$ cat config.mk
export PLATFORM = sky130hd
export DESIGN_NAME = uart_fifo_core
export DESIGN_NICKNAME = d
export VERILOG_FILES = /design/src/rtl/uart_fifo_core.sv
export SDC_FILE = /design/constraint.sdc
export NUM_CORES = 1
export LEC_CHECK = 0
export ABC_CLOCK_PERIOD_IN_PS = 5000
export BUFFER_PORTS_ARGS = -buffer_cell sky130_fd_sc_hd__buf_2
export CAP_MARGIN = 30
export CORE_AREA = 2 2 185 169
export CTS_BUF_LIST = sky130_fd_sc_hd__clkbuf_4
export CTS_CLUSTER_SIZE = 12
export DETAILED_ROUTE_END_ITERATION = 10
export DIE_AREA = 0 0 187 171
export GPL_ROUTABILITY_DRIVEN = 1
export GPL_TIMING_DRIVEN = 0
export REMOVE_ABC_BUFFERS = 1
export SETUP_SLACK_MARGIN = 0.02
export SLEW_MARGIN = 20
export SYNTH_ARGS = -nofsm -noshare
export SYNTH_HDL_FRONTEND = slang
export SYNTH_HIERARCHICAL = 1
export SYNTH_SLANG_ARGS = --single-unit
$ cat constraint.sdc
create_clock -name clk -period 5 [get_ports clk]
set_clock_uncertainty 0.05 [all_clocks]
set_input_delay 0.25 -clock clk [delete_from_list [all_inputs] [get_ports clk]]
set_output_delay 0.25 -clock clk [all_outputs]
set_load 0.005 [all_outputs]
$ cat src/rtl/uart_fifo_core.sv
// rtl/uart_fifo_core.sv - UART transceiver with TX/RX FIFOs, baud divisor, parity and sticky errors
`timescale 1ns/1ps

module uart_fifo #(
    parameter int W     = 8,
    parameter int DEPTH = 8
) (
    input  logic         clk,
    input  logic         rst,
    input  logic         push,
    input  logic [W-1:0] push_data,
    input  logic         pop,
    output logic [W-1:0] pop_data,
    output logic         full,
    output logic         empty
);
    localparam int AW = $clog2(DEPTH);
    localparam logic [AW:0] FULL_CNT = (AW+1)'(DEPTH);

    logic [W-1:0]  mem [DEPTH];
    logic [AW-1:0] wr_ptr, rd_ptr;
    logic [AW:0]   count;
    logic          do_push, do_pop;

    assign full     = (count == FULL_CNT);
    assign empty    = (count == '0);
    assign do_push  = push && !full;
    assign do_pop   = pop && !empty;
    assign pop_data = mem[rd_ptr];

    always_ff @(posedge clk or posedge rst) begin
        if (rst) begin
            wr_ptr <= '0;
            rd_ptr <= '0;
            count  <= '0;
        end else begin
            if (do_push) wr_ptr <= wr_ptr + AW'(1);
            if (do_pop)  rd_ptr <= rd_ptr + AW'(1);
            if (do_push && !do_pop)      count <= count + (AW+1)'(1);
            else if (do_pop && !do_push) count <= count - (AW+1)'(1);
        end
    end

    always_ff @(posedge clk) begin
        if (do_push) mem[wr_ptr] <= push_data;
    end
endmodule

module uart_fifo_core #(
    parameter int         DATA_BITS  = 8,
    parameter int         FIFO_DEPTH = 8,
    parameter logic [7:0] DIV_RESET  = 8'd0
) (
    input  logic       clk,
    input  logic       rst,
    input  logic [1:0] address,
    input  logic [7:0] write_data,
    output logic [7:0] read_data,
    input  logic       we,
    input  logic       re,
    output logic       tx,
    input  logic       rx,
    output logic       irq
);
    localparam int DW = DATA_BITS;

    typedef enum logic [2:0] {S_IDLE, S_START, S_DATA, S_PARITY, S_STOP} state_t;

    logic [7:0] div_q;
    logic [5:0] ctrl_q;
    logic       par_err_q, frame_err_q, overrun_q;
    logic       tx_en, rx_en, par_en, par_odd, irq_rx_en, irq_txe_en;
    logic       wr_div, wr_ctrl, wr_data, wr_stat, rd_data;
    logic [7:0] status, rd_mux;

    logic          tx_full, tx_empty, rx_full, rx_empty;
    logic [DW-1:0] tx_head, rx_head;

    assign {irq_txe_en, irq_rx_en, par_odd, par_en, rx_en, tx_en} = ctrl_q;
    assign wr_div  = we && (address == 2'd0);
    assign wr_ctrl = we && (address == 2'd1);
    assign wr_data = we && (address == 2'd2);
    assign wr_stat = we && (address == 2'd3);
    assign rd_data = re && (address == 2'd2);

    // ---------------- transmitter ----------------
    state_t        tx_state, tx_next;
    logic [11:0]   tx_cnt;
    logic [2:0]    tx_idx;
    logic [DW-1:0] tx_shift;
    logic [7:0]    tx_div;
    logic          tx_par_en, tx_par_bit, tx_pop, tx_bit, tx_bit_end, tx_busy;

    assign tx_bit_end = (tx_cnt == {tx_div, 4'hF});
    assign tx_busy    = (tx_state != S_IDLE);

    always_ff @(posedge clk or posedge rst) begin
        if (rst) tx_state <= S_IDLE;
        else     tx_state <= tx_next;
    end

    always_comb begin
        tx_next = tx_state;
        tx_pop  = 1'b0;
        tx_bit  = 1'b1;
        case (tx_state)
            S_IDLE: begin
                if (tx_en && !tx_empty) begin
                    tx_next = S_START;
                    tx_pop  = 1'b1;
                end
            end
            S_START: begin
                tx_bit = 1'b0;
                if (tx_bit_end) tx_next = S_DATA;
            end
            S_DATA: begin
                tx_bit = tx_shift[0];
                if (tx_bit_end && tx_idx == 3'(DW-1)) tx_next = tx_par_en ? S_PARITY : S_STOP;
            end
            S_PARITY: begin
                tx_bit = tx_par_bit;
                if (tx_bit_end) tx_next = S_STOP;
            end
            S_STOP: begin
                if (tx_bit_end) tx_next = S_IDLE;
            end
            default: tx_next = S_IDLE;
        endcase
    end

    // Pin is the state's bit delayed one clock, so tx falls the cycle after the pop.
    always_ff @(posedge clk or posedge rst) begin
        if (rst) begin
            tx         <= 1'b1;
            tx_cnt     <= '0;
            tx_idx     <= '0;
            tx_shift   <= '0;
            tx_div     <= '0;
            tx_par_en  <= 1'b0;
            tx_par_bit <= 1'b0;
        end else begin
            tx <= tx_bit;
            if (tx_pop) begin
                tx_cnt     <= '0;
                tx_idx     <= '0;
                tx_shift   <= tx_head;
                tx_div     <= div_q;
                tx_par_en  <= par_en;
                tx_par_bit <= ^tx_head ^ par_odd;
            end else if (tx_state != S_IDLE) begin
                if (tx_bit_end) begin
                    tx_cnt <= '0;
                    if (tx_state == S_DATA) begin
                        tx_shift <= tx_shift >> 1;
                        tx_idx   <= tx_idx + 3'd1;
                    end
                end else begin
                    tx_cnt <= tx_cnt + 12'd1;
                end
            end
        end
    end

    // ---------------- receiver ----------------
    state_t        rx_state, rx_next;
    logic          rx_s1, rx_s2, rx_prev, rx_begin;
    logic [11:0]   rx_cnt;
    logic [2:0]    rx_idx;
    logic [DW-1:0] rx_shift, rx_word_q;
    logic [7:0]    rx_div;
    logic          rx_par_en, rx_par_odd, rx_push_q;
    logic          rx_half_end, rx_bit_end, rx_par_set, rx_stop_smp, rx_over_set;

    assign rx_half_end = (rx_cnt == {1'b0, rx_div, 3'h7});
    assign rx_bit_end  = (rx_cnt == {rx_div, 4'hF});
    assign rx_par_set  = rx_en && (rx_state == S_PARITY) && rx_bit_end
                         && (rx_s2 != (^rx_shift ^ rx_par_odd));
    assign rx_stop_smp = rx_en && (rx_state == S_STOP) && rx_bit_end;
    assign rx_over_set = rx_push_q && rx_full;

    always_ff @(posedge clk or posedge rst) begin
        if (rst) rx_state <= S_IDLE;
        else     rx_state <= rx_next;
    end

    always_comb begin
        rx_next  = rx_state;
        rx_begin = 1'b0;
        if (!rx_en) begin
            rx_next = S_IDLE;
        end else begin
            case (rx_state)
                S_IDLE: begin
                    if (rx_prev && !rx_s2) begin
                        rx_next  = S_START;
                        rx_begin = 1'b1;
                    end
                end
                S_START:  if (rx_half_end) rx_next = rx_s2 ? S_IDLE : S_DATA;
                S_DATA:   if (rx_bit_end && rx_idx == 3'(DW-1)) rx_next = rx_par_en ? S_PARITY : S_STOP;
                S_PARITY: if (rx_bit_end) rx_next = S_STOP;
                S_STOP:   if (rx_bit_end) rx_next = S_IDLE;
                default:  rx_next = S_IDLE;
            endcase
        end
    end

    always_ff @(posedge clk or posedge rst) begin
        if (rst) begin
            rx_s1      <= 1'b1;
            rx_s2      <= 1'b1;
            rx_prev    <= 1'b1;
            rx_cnt     <= '0;
            rx_idx     <= '0;
            rx_shift   <= '0;
            rx_div     <= '0;
            rx_par_en  <= 1'b0;
            rx_par_odd <= 1'b0;
            rx_push_q  <= 1'b0;
            rx_word_q  <= '0;
        end else begin
            rx_s1     <= rx;
            rx_s2     <= rx_s1;
            rx_prev   <= rx_s2;
            rx_push_q <= rx_stop_smp && rx_s2;
            if (rx_stop_smp) rx_word_q <= rx_shift;
            if (rx_begin) begin
                rx_cnt     <= '0;
                rx_idx     <= '0;
                rx_div     <= div_q;
                rx_par_en  <= par_en;
                rx_par_odd <= par_odd;
            end else if (rx_state == S_START) begin
                rx_cnt <= rx_half_end ? 12'd0 : rx_cnt + 12'd1;
            end else if (rx_state != S_IDLE) begin
                if (rx_bit_end) begin
                    rx_cnt <= '0;
                    if (rx_state == S_DATA) begin
                        rx_shift <= {rx_s2, rx_shift[DW-1:1]};
                        rx_idx   <= rx_idx + 3'd1;
                    end
                end else begin
                    rx_cnt <= rx_cnt + 12'd1;
                end
            end
        end
    end

    // ---------------- FIFOs and register port ----------------
    uart_fifo #(.W(DW), .DEPTH(FIFO_DEPTH)) u_tx_fifo (
        .clk(clk), .rst(rst), .push(wr_data), .push_data(write_data[DW-1:0]),
        .pop(tx_pop), .pop_data(tx_head), .full(tx_full), .empty(tx_empty)
    );

    uart_fifo #(.W(DW), .DEPTH(FIFO_DEPTH)) u_rx_fifo (
        .clk(clk), .rst(rst), .push(rx_push_q), .push_data(rx_word_q),
        .pop(rd_data), .pop_data(rx_head), .full(rx_full), .empty(rx_empty)
    );

    assign status = {tx_busy, overrun_q, frame_err_q, par_err_q, rx_empty, rx_full, tx_empty, tx_full};
    assign irq    = (irq_rx_en && !rx_empty) || (irq_txe_en && tx_empty && !tx_busy);

    always_comb begin
        rd_mux = '0;
        case (address)
            2'd0:    rd_mux = div_q;
            2'd1:    rd_mux = {2'b00, ctrl_q};
            2'd2:    rd_mux = rx_empty ? 8'h00 : 8'(rx_head);
            default: rd_mux = status;
        endcase
    end

    // Error flags: a new event in the same cycle as a write-1-to-clear wins.
    always_ff @(posedge clk or posedge rst) begin
        if (rst) begin
            div_q       <= DIV_RESET;
            ctrl_q      <= '0;
            read_data   <= '0;
            par_err_q   <= 1'b0;
            frame_err_q <= 1'b0;
            overrun_q   <= 1'b0;
        end else begin
            if (wr_div)  div_q  <= write_data;
            if (wr_ctrl) ctrl_q <= write_data[5:0];
            if (re)      read_data <= rd_mux;
            if (wr_stat && write_data[4]) par_err_q   <= 1'b0;
            if (wr_stat && write_data[5]) frame_err_q <= 1'b0;
            if (wr_stat && write_data[6]) overrun_q   <= 1'b0;
            if (rx_par_set)                par_err_q   <= 1'b1;
            if (rx_stop_smp && !rx_s2)     frame_err_q <= 1'b1;
            if (rx_over_set)               overrun_q   <= 1'b1;
        end
    end
endmodule

**Word-level counts from Yosys, hierarchy flattened**

Memories as Yosys holds them, arrays and structs flattened.
Cells that the tools add are included.

- Bits in registers: 130
- Latch bits: 0
- Bits in writable memories: 128
- Bits in read-only memories: 0
- Bits of input ports: 15
- Output and inout port bits: 10
- Word-level logic and storage cells: 207
- Memories: 2

Memories:

| memory | words | width | rd ports | clocked after Yosys merged registers in | write ports | line | text |
|---|---|---|---|---|---|---|---|
| u_rx_fifo.mem | 8 | 8 | 1 | 0 | 1 | 20 | `logic [W-1:0] mem [DEPTH];` |
| u_tx_fifo.mem | 8 | 8 | 1 | 0 | 1 | 20 |  |

- Add/sub/neg operators: 12
- Multiply operators: 0
- Divide/modulo/power cells: 0
- Order comparisons: 0
- Equal/unequal tests: 30
- Shift operators: 0
- Mux-type cells: 59
- Bitwise logic cells: 4
- Reductions and logical operators: 68

Operator list:

| kind | number |
|---|---|
| $mux 12 | 8 |
| $mux 3 | 22 |
| $mux 8 | 5 |
| $logic_and 1x1->1 | 31 |
| $pmux 3 s5 | 2 |
| $add 12x1->12 const B | 2 |
| $eq 12x12->1 | 2 |
| $pmux 8 s3 | 1 |
| $reduce_bool 2->1 | 11 |
| $add 3x1->3 const B | 6 |
| $mux 4 | 4 |
| $reduce_xor 8->1 | 2 |
| $mux 1 | 15 |
| $ne 3x3->1 const B | 5 |
| $reduce_and 5->1 | 3 |
| $eq 12x11->1 | 1 |
| $eq 3x2->1 const B | 4 |
| $eq 3x3->1 const B | 4 |
| $ne 2x2->1 const B | 6 |
| $logic_not 1->1 | 10 |
| $reduce_bool 3->1 | 3 |
| $add 4x1->4 const B | 2 |
| $eq 4x4->1 const B | 2 |
| $logic_not 4->1 | 2 |
| 14 further kinds | 20 |

**Depth between registers and ports, before layout**

Gate-level depths: netlist (run 1).

- Word-level depth: 9
- Mapped depth: 13
- Depth with buffers taken out: 11

**Hierarchy**

Netlist (run 1), hierarchy kept.

By module, submodules not included:

| module | times used | cells an instance | area each (um^2) | seq. area each (um^2) |
|---|---|---|---|---|
| uart_fifo | 2 | 158 | 3138.0 | 2172.1 |
| uart_fifo_core | 1 | 557 | 5532.8 | 2757.6 |

**Worst setup path after synthesis (run 1)**

No wires, ideal clock.

- Path type: flip-flop to flip-flop
- Start point: register tx_state[2]
- End point: register u_tx_fifo.count[3]
- Setup time: 0.131 ns
- Arrival: 3.126 ns
- Data required time: 4.819 ns
- Slack: 1.693 ns
- Stages on the path, launching flop included: 14
- Buffers on the path: 3
- Period minus slack after synthesis: 3.307 ns
- Cell sequence: dfrtp_1 -> clkbuf_1 -> nor3_1 -> nand2_1 -> inv_1 -> clkbuf_1 -> clkbuf_1 -> o41ai_4 -> ha_1 -> inv_1 -> ha_1 -> or4_1 -> nand3_1 -> o211ai_1

- Longest elaborated chain between the ends: 6
- Elaborated cells between the ends (all ways): 8
- Classes of those cells: 2 x mux; 6 x reduce/logical

RTL lines:

| what | line | text |
|---|---|---|
| from (decl) | 87 | `state_t tx_state, tx_next;` |
| from (signal assigned) | 99 | `else tx_state <= tx_next;` |
| $logic_not 3->1 (*) | 106 | `case (tx_state)` |
| $mux 1 (*) | 106 |  |
| named net tx_pop | 92 | `logic tx_par_en, tx_par_bit, tx_pop, tx_bit, tx_bit_end, tx_busy;` |
| $logic_and 1x1->1 (*) | 28 | `assign do_pop = pop && !empty;` |
| $logic_not 1->1 | 39 | `if (do_push && !do_pop) count <= count + (AW+1)'(1);` |
| $logic_and 1x1->1 | 39 |  |
| $mux 4 or $reduce_bool 2->1 (tied branches) | - |  |
| to (signal assigned) | 39 |  |
| to (signal assigned) | 40 | `else if (do_pop && !do_push) count <= count - (AW+1)'(1);` |
| to (decl) | 22 | `logic [AW:0] count;` |

Mark *: on every way through the listed nets, which the timed path passes. The rest lies on a longest branch.
A chain may end at the register's enable or synchronous reset.

**Worst setup path after layout (run 1)**

- Start point: register tx_state[2]
- End point: register u_tx_fifo.count[3]

- Longest elaborated chain between the ends: 6
- Elaborated cells between the ends (all ways): 8
- Classes of those cells: 2 x mux; 6 x reduce/logical

RTL lines:

| what | line |
|---|---|
| $logic_not 3->1 (*) | 106 |
| $mux 1 (*) | 106 |
| $logic_and 1x1->1 (*) | 28 |
| $logic_not 1->1 | 39 |
| $logic_and 1x1->1 | 39 |
| $mux 4 or $reduce_bool 2->1 (tied branches) | - |

Mark *: on every way between the ends. The rest lies on a longest branch, timed or not.

==> metrics.md, run 1 <==
| Metric | Value |
|---|---|
| Outcome | `finished, final reports clean` |
| Detailed-route wire length per cell | `approximately 17 µm` |
| FP Rows | `61` |
| Crit path to | `u_tx_fifo/count[3]` |
| Min-Delay Path Class | `input port to asynchronous set/reset pin` |
| Maximum number of pins on one net before global-route repair | `63` |
| Series of cell instances along the critical path | `nor3_1 > nand2_1 > inv_1 > buf_8 > o41ai_4 > ha_1 > inv_1 > ha_1 > or4_1 > nand3_1 > o211ai_1` |
| Switching fraction of total power | `around 30%` |
| Total area of multi-input combinational cells | `around 0.0045 mm²` |
| Number of inserted filler cells in the final layout | `approximately 2800` |
| Internal power | `a little under 4 mW` |
| TritonCTS clock tree | `yes` |
| Startpoint class of the critical path | `flop` |
| Sw Pwr | `1.66 mW` |
| Total power density per cell area | `approximately 420 mW/mm²` |
| Cell types with the largest area share after synthesis | `edfxtp_1 33%, dfrtp_1 27%, mux4_1 7.1%` |
| Clock Sink Count | `around 260` |
| Remaining antenna violation count after routing | `0` |
| Library cell with the largest summed area after synthesis | `edfxtp_1` |
| Count of H-tree levels built during CTS | `2` |
| Part of the power in the clock network | `around 30%` |
| Fin nets | `between 900 and 1000` |
| Post-Synthesis Cell Area | `between 0.01 and 0.015 mm²` |
| Startpoint of the worst setup timing path | `tx_state[2]` |
| Die Height | `approximately 170 µm` |
| DP Area | `between 0.01 and 0.015 mm²` |
| Count of yosys warnings during synthesis | `6` |
| Global Route Usage Sum | `~15%` |
| Worst R2R Path Depth | `11` |
| Final-report hold violation count | `0` |
| Slew Limit Fails | `0` |
| Area share of the largest cell type after synthesis | `around 33%` |
| Number of instances resized during post-cts repair | `0` |
| Maximum single-stage delay on the critical path | `a little under 0.8 ns` |
| Slew at the pin closest to its max-slew limit | `about 0.96 ns` |
| Root cell of the clock tree | `clkbuf_4` |
| Worst setup EP type | `flop` |
| FF-to-FF End | `u_tx_fifo/count[3]` |
| Final design instance area without fill | `between 0.01 and 0.015 mm²` |
| Sequential fraction of design power | `a little over 50%` |
| Minimum hold slack | `0.0711 ns` |
| Final period utilization | `around 84%` |
| Detailed Route Iter0 Violations | `385` |
| Effective utilization at floorplan | `roughly 40%` |
| Number of iterations in the first detailed-routing pass | `5` |
| Logic gate share of total power | `about a fifth` |
| Synthesis-to-finish area growth | `12.3%` |
| DP HPWL | `15500 µm` |
| Largest delay contributor family on the critical path | `simple AND/OR/NAND/NOR gates` |
| Synthesis-stage register bit count | `between 200 and 300` |
| Clock transition at the register clock pins on the worst setup and hold paths after CTS | `0.07 ns` |
| Wire length of the first global-routing pass | `between 30000 and 40000 µm` |
| Initial antenna violation count | `1` |
| Time the worst path needs with I/O delays and setup | `~4.2 ns` |
| Crit-path slowest cell | `nor3_1` |
| Remaining max-slew budget at the tightest pin | `36.3%` |
| Critical Path AT | `approximately 4.7 ns` |
| Number of global-route vias before repair | `~7100` |
| RSZ-0062 raised after global routing | `false` |
| Vias | `7100` |
| Total placed cells including tap cells | `~1300` |
| Launch instance of the worst register-to-register path | `tx_state[2]` |
| Register-to-register setup slack | `about 0.8 ns` |
| Final setup violation count | `0` |
| Worst-path fanout max | `15` |
| Mean cell area of the mapped netlist | `13.5 µm²` |
| Cell depth of the worst setup path | `11` |
| Accumulated negative setup slack | `0 ns` |
| Port Buffer Count | `24` |
| Post-Route WL | `around 24000 µm` |
| Main synth FF type | `edfxtp_1` |
| Die Footprint | `roughly 0.032 mm²` |
| Worst setup path class | `flop to flop` |
| Core outline area | `approximately 0.03 mm²` |
| Gate count after technology mapping | `around 870` |
| Latest clock arrival within the worst-skew pair | `0.72 ns` |
| Clock Path Buffers | `3` |
| Fraction of synthesis flops using an asynchronous set or reset pin | `50.4%` |
| Ratio of cells with drive above 1 in the final layout | `20.6%` |
| Total leakage power | `5.12 nW` |
| Most frequent cell after synthesis | `edfxtp_1` |
| I/O pin total | `25` |
| Number of buffers and inverters on the critical path | `3` |
| Final Core Density | `between 40 and 50%` |
| Achievable Freq | `238 MHz` |
| Residual overflow from global routing | `0` |
| Sequential element share of the synthesized area | `about three fifths` |
| Worst supply voltage drop on vdd | `0.000237 V` |
| FF/Latch Area | `just over 0.007 mm²` |
| Number of remaining DRC errors | `0` |
| Required arrival time at the worst endpoint | `roughly 5.5 ns` |
| Die Width | `~190 µm` |
| Weighted congestion at the end of routability-driven global placement | `between 0.7 and 0.8` |
| TritonCTS Buffers | `61` |
| Final std cells w/o fill | `approximately 1400` |
| Distinct cells, synth | `58` |
| EDFF count, synth | `128` |
| Commonest cells post-synth | `128 x edfxtp_1, 126 x dfrtp_1, 111 x nand2_1` |
| Maximum capacitance violations | `0` |
| Drt via density | `about 5.1` |
## metrics by stage
step                setup slack (ns)  power, mW
floorplan                       1.68       3.58
global placement               0.257       3.88
detailed placement             0.525       3.91
CTS                            0.478       5.63
global route                   0.562       5.91
finish                         0.798       5.55
## final cells by class
| class | instances | area share, % |
|---|---|---|
| tap | 409 | 3.86 |
| timing repair buffer | 43 | 2.42 |
| sequential | 258 | 53.6 |
| clock inverter | 20 | 0.594 |
| antenna | 2 | 0.0377 |
| inverter | 20 | 0.604 |
| clock buffer | 94 | 5.32 |
| multi-input combinational | 559 | 33.6 |
## flip-flops by register name, indices dropped and copies added (netlist names), 3 cells and up
signal,count
u_rx_fifo/mem,64
u_tx_fifo/mem,64
rx_cnt,12
tx_cnt,12
div_q,8
read_data,8
rx_div,8
rx_shift,8
rx_word_q,8
tx_div,8
tx_shift,8
ctrl_q,6
u_rx_fifo/count,4
u_tx_fifo/count,4
rx_idx,3
rx_state,3
tx_idx,3
tx_state,3
u_rx_fifo/rd_ptr,3
u_rx_fifo/wr_ptr,3
u_tx_fifo/rd_ptr,3
u_tx_fifo/wr_ptr,3
## worst min-delay path by stage
stage                     startpoint                  end  slack (ns)  depth (start not counted)
after CTS                         we  u_tx_fifo/wr_ptr[0]       0.004                          4
final                            rst   u_rx_fifo/count[3]        0.07                          3
after global routing              we            overrun_q        0.01                          4
after global placement           rst   u_rx_fifo/count[1]        0.23                          2
after floorplan                  rst   u_rx_fifo/count[0]        0.04                          1
after detailed placement         rst   u_rx_fifo/count[3]        0.26                          2
## logic make-up after synthesis
family	after synthesis	synth area share (%)
xor+xnor	59	4.38
compound gates	105	5.95
mux	105	13.9
simple gates	272	11.2
flops	258	60.1
fa+ha+maj	18	2.03
buf+inv	56	2.34
## metal layers
metal / part of all wire, % / up-vias / global-route usage, %
met2: 46 / 108 / 24.0
met4: 1.8 / 0 / 5.21
met3: 3.5 / 37 / 3.16
met1: 48 / 3508 / 21.3
li1: - / 3447 / -
met5: 0 / - / 0
## worst reg2reg max path, cell delays in order (launching register included)
cell	delay, ns
dfrtp_1	0.46
nor3_1	0.78
nand2_1	0.48
inv_1	0.50
buf_8	0.23
o41ai_4	0.13
ha_1	0.27
inv_1	0.15
ha_1	0.31
or4_1	0.52
nand3_1	0.09
o211ai_1	0.09
## cell usage in the layout, fill, tap and decap left out, types with 8 or more instances in the layout
cell and count:
a21oi_1 22, a31oi_1 11, buf_2 25, clkbuf_4 94, clkinv_1 17, dfrtp_1 126
dlygate4sd3_1 13, edfxtp_1 128, ha_1 16, inv_1 19, mux2_2 58, mux2i_1 15
mux4_1 32, nand2_1 111, nand2b_1 12, nand3_1 24, nand3b_1 8, nand4_1 9
nor2_1 42, nor3_1 14, nor4_1 10, o21ai_0 31, xnor2_1 29, xor2_1 30
## power groups by stage
stage | registers (mW) | logic [mW] | clock network, mW
after floorplan | 2.73 | 0.853 | 0
after global placement | 2.83 | 1.06 | 0
after global routing | 2.83 | 1.22 | 1.86
final | 2.79 | 1.08 | 1.68
after detailed placement | 2.84 | 1.07 | 0
after CTS | 2.79 | 1.09 | 1.75
## timing repair
item	CTS	global route
hold endpoints to repair	219	0
setup buffers	0	0
hold buffers	13	0
(Power assumes the default switching activity.)
==> inputs of run 2 (changes only) <==
--- a/config.mk
+++ b/config.mk
@@ -5,7 +5,7 @@
 export SDC_FILE = /design/constraint.sdc
 export NUM_CORES = 1
 export LEC_CHECK = 0
-export ABC_CLOCK_PERIOD_IN_PS = 5000
+export ABC_CLOCK_PERIOD_IN_PS = 3500
 export BUFFER_PORTS_ARGS = -buffer_cell sky130_fd_sc_hd__buf_2
 export CAP_MARGIN = 30
 export CORE_AREA = 2 2 185 169
==> constraint.sdc (replaced) <==
create_clock -name clk -period 3.5 [get_ports clk]
set_clock_uncertainty 0.05 [all_clocks]
set_input_delay 0.175 -clock clk [delete_from_list [all_inputs] [get_ports clk]]
set_output_delay 0.175 -clock clk [all_outputs]
set_load 0.005 [all_outputs]
==> metrics.md, run 2 (synthesis gave the netlist of run 1 again) <==
| Metric | Value |
|---|---|
| Part of the power in the clock network | `30.1% (was 30.3%)` |
| Synthesis-to-finish area growth | `12.8% (was 12.3%)` |
| Startpoint class of the critical path | `flop (unchanged)` |
| Achievable Freq | `308 MHz (was 238 MHz)` |
| GR met3 Demand/Resource | `3.16% (unchanged)` |
| Min-Delay Path Class | `input port to flop (was input port to asynchronous set/reset pin)` |
| Vias | `7165 (was 7100)` |
| Fin nets | `981 (was 976)` |
| Die Height | `171 µm (unchanged)` |
| TritonCTS Buffers | `61 (unchanged)` |
| Port Buffer Count | `24 (unchanged)` |
| Remaining antenna violation count after routing | `0 (unchanged)` |
| Required arrival time at the worst endpoint | `4.00 ns (was 5.50 ns)` |
| Wire length of the first global-routing pass | `38800 µm (was 38500 µm)` |
| Count of H-tree levels built during CTS | `2 (unchanged)` |
| Clock Path Buffers | `3 (unchanged)` |
| Outcome | `finished, final reports clean (unchanged)` |
| Total placed cells including tap cells | `1273 (unchanged)` |
| Worst-path fanout max | `13 (was 15)` |
| Root cell of the clock tree | `clkbuf_4 (unchanged)` |
| Number of global-route vias before repair | `7132 (was 7104)` |
| Top library cells by usage in the layout, fill and taps aside | `128 x edfxtp_1, 126 x dfrtp_1, 110 x nand2_1 (was 128 x edfxtp_1, 126 x dfrtp_1, 111 x nand2_1)` |
| Core outline area | `0.0303 mm² (unchanged)` |
| Remaining max-slew budget at the tightest pin | `34.2% (was 36.3%)` |
| Worst R2R Path Depth | `10 (was 11)` |
| Hold-critical path depth | `2` |
| Time the worst path needs with I/O delays and setup | `3.25 ns (was 4.20 ns)` |
| Slew Limit Fails | `0 (unchanged)` |
| Detailed-route wire length per cell | `17.0 µm (was 16.9 µm)` |
| Clock Sink Count | `258 (unchanged)` |
| TritonCTS clock tree | `yes (unchanged)` |
| Final std cells w/o fill | `1410 (was 1405)` |
| Final period utilization | `92.8% (was 84.0%)` |
| Most common cell after layout, fill and taps aside | `edfxtp_1 (unchanged)` |
| Maximum single-stage delay on the critical path | `0.61 ns (was 0.78 ns)` |
| Clock transition at the register clock pins on the worst setup and hold paths after CTS | `0.07 ns (about the same)` |
| RSZ-0062 raised after global routing | `false (unchanged)` |
| Number of remaining DRC errors | `0 (unchanged)` |
| Die Footprint | `0.0320 mm² (unchanged)` |
| Logic gate share of total power | `19.6% (was 19.4%)` |
| Largest delay contributor family on the critical path | `simple AND/OR/NAND/NOR gates (unchanged)` |
| Internal power | `5.56 mW (was 3.88 mW)` |
| DP Area | `0.0123 mm² (unchanged)` |
| Crit-path slowest cell | `nor3_2 (was nor3_1)` |
| Maximum capacitance violations | `0 (unchanged)` |
| Drt via density | `5.08 (was 5.05)` |
| I/O pin total | `25 (unchanged)` |
| Die Width | `187 µm (unchanged)` |
| Accumulated negative setup slack | `0 ns (unchanged)` |
| Crit path to | `u_tx_fifo/count[3] (unchanged)` |
| Residual overflow from global routing | `0 (unchanged)` |
| Ratio of cells with drive above 1 in the final layout | `21.2% (was 20.6%)` |
| Worst setup EP type | `flop (unchanged)` |
| Series of cell instances along the critical path | `nor3_2 > nand2_4 > clkinvlp_4 > o41ai_4 > ha_2 > inv_1 > ha_1 > or4_1 > nand3_1 > o211ai_1 (was nor3_1 > nand2_1 > inv_1 > buf_8 > o41ai_4 > ha_1 > inv_1 > ha_1 > or4_1 > nand3_1 > o211ai_1)` |
| Met2 Track Usage GR | `24.3% (was 24.0%)` |
| Number of inserted filler cells in the final layout | `2802 (was 2807)` |
| Met1 Track Usage GR | `21.5% (was 21.3%)` |
| Number of buffers and inverters on the critical path | `2 (was 3)` |
| Effective utilization at floorplan | `39.0% (unchanged)` |
| Register-to-register setup slack | `0.25 ns (was 0.80 ns)` |
| Worst supply voltage drop on vdd | `0.000338 V (was 0.000237 V)` |
| Cell depth of the worst setup path | `10 (was 11)` |
| Worst setup path class | `flop to flop (unchanged)` |
| FF/Latch Area | `0.00710 mm² (unchanged)` |
| Final Core Density | `44.0% (was 43.8%)` |
| Final setup violation count | `0 (unchanged)` |
| Startpoint of the worst setup timing path | `tx_state[2] (unchanged)` |
| Maximum number of pins on one net before global-route repair | `63 (unchanged)` |
| Sequential fraction of design power | `50.2% (was 50.3%)` |
| Total chip power | `7.96 mW (was 5.55 mW)` |
| Final design instance area without fill | `0.0133 mm² (about the same)` |
| Total area of multi-input combinational cells | `0.00448 mm² (was 0.00446 mm²)` |
| FF-to-FF End | `u_tx_fifo/count[3] (unchanged)` |
| Global Route Usage Sum | `15.4% (was 15.3%)` |
| Latest clock arrival within the worst-skew pair | `0.71 ns (was 0.72 ns)` |
| DP HPWL | `15500 µm (unchanged)` |
| Sw Pwr | `2.40 mW (was 1.66 mW)` |
| Post-Route WL | `24000 µm (was 23700 µm)` |
| Weighted congestion at the end of routability-driven global placement | `0.797 (unchanged)` |
| Initial antenna violation count | `1 (unchanged)` |
| Largest regs | `u_rx_fifo/mem (64), u_tx_fifo/mem (64) (unchanged)` |
| Total power density per cell area | `597 mW/mm² (was 418 mW/mm²)` |
| Slew at the pin closest to its max-slew limit | `0.987 ns (was 0.956 ns)` |
| Highest-utilization routing layer at the global route stage | `met2 (unchanged)` |
| Switching fraction of total power | `30.1% (was 30.0%)` |
| Detailed Route Iter0 Violations | `395 (was 385)` |
| Launch instance of the worst register-to-register path | `tx_state[2] (unchanged)` |
| Total leakage power | `5.14 nW (was 5.12 nW)` |
| Number of iterations in the first detailed-routing pass | `4 (was 5)` |
| FP Rows | `61 (unchanged)` |
| Critical Path AT | `3.74 ns (was 4.70 ns)` |
| Final-report hold violation count | `0 (unchanged)` |
-- run 2: what timing repair did --
item	CTS	global route
hold buffers	15	0
setup endpoints to repair	4	1
pin swaps	1	0
setup buffers	3	0
resized for setup	4	2
gates cloned	1	0
hold endpoints to repair	222	0
-- run 2: layer usage --
| metal | vias up | share of wire [%] |
|---|---|---|
| li1 | 3456 | - |
| met1 | 3556 | 48 |
| met2 | 115 | 46 |
| met3 | 38 | 3.7 |
| met4 | 0 | 1.8 |
| met5 | - | 0 |
-- run 2: how the worst min path moves through the flow --
stage | startpoint | slack, ns | to
3_3_place_gp | rst | 0.16 | u_rx_fifo/count[1]
3_5_place_dp | rst | 0.19 | u_rx_fifo/count[3]
4_1_cts | rx | 0.005 | rx_s1
6_report | rx | 0.07 | rx_s1
2_1_floorplan | rst | -0.03 | u_rx_fifo/count[0]
5_1_grt | rx | 0.03 | rx_s1
-- run 2: cell type report --
class                      instances  area share [%]
antenna                            2          0.0376
clock buffer                      94            5.30
clock inverter                    20           0.592
inverter                          20           0.629
multi-input combinational        559            33.6
sequential                       258            53.3
tap                              409            3.84
timing repair buffer              47            2.61
timing repair inverter             1          0.0376
-- run 2: through the flow --
stage,hold WS (ns),setup slack (ns)
5_1_grt,0.0322,0.140
3_3_place_gp,0.158,-1.17
3_5_place_dp,0.189,-0.975
6_report,0.0652,0.253
4_1_cts,0.00505,0.160
2_1_floorplan,-0.0348,0.178
-- run 2: power groups by stage --
stage / Sequential [mW] / Clock [mW] / Combinational [mW]
2_1_floorplan: 3.90 / 0 / 1.22
3_3_place_gp: 4.04 / 0 / 1.51
3_5_place_dp: 4.05 / 0 / 1.53
4_1_cts: 4.00 / 2.50 / 1.58
5_1_grt: 4.05 / 2.66 / 1.76
6_report: 4.00 / 2.40 / 1.56
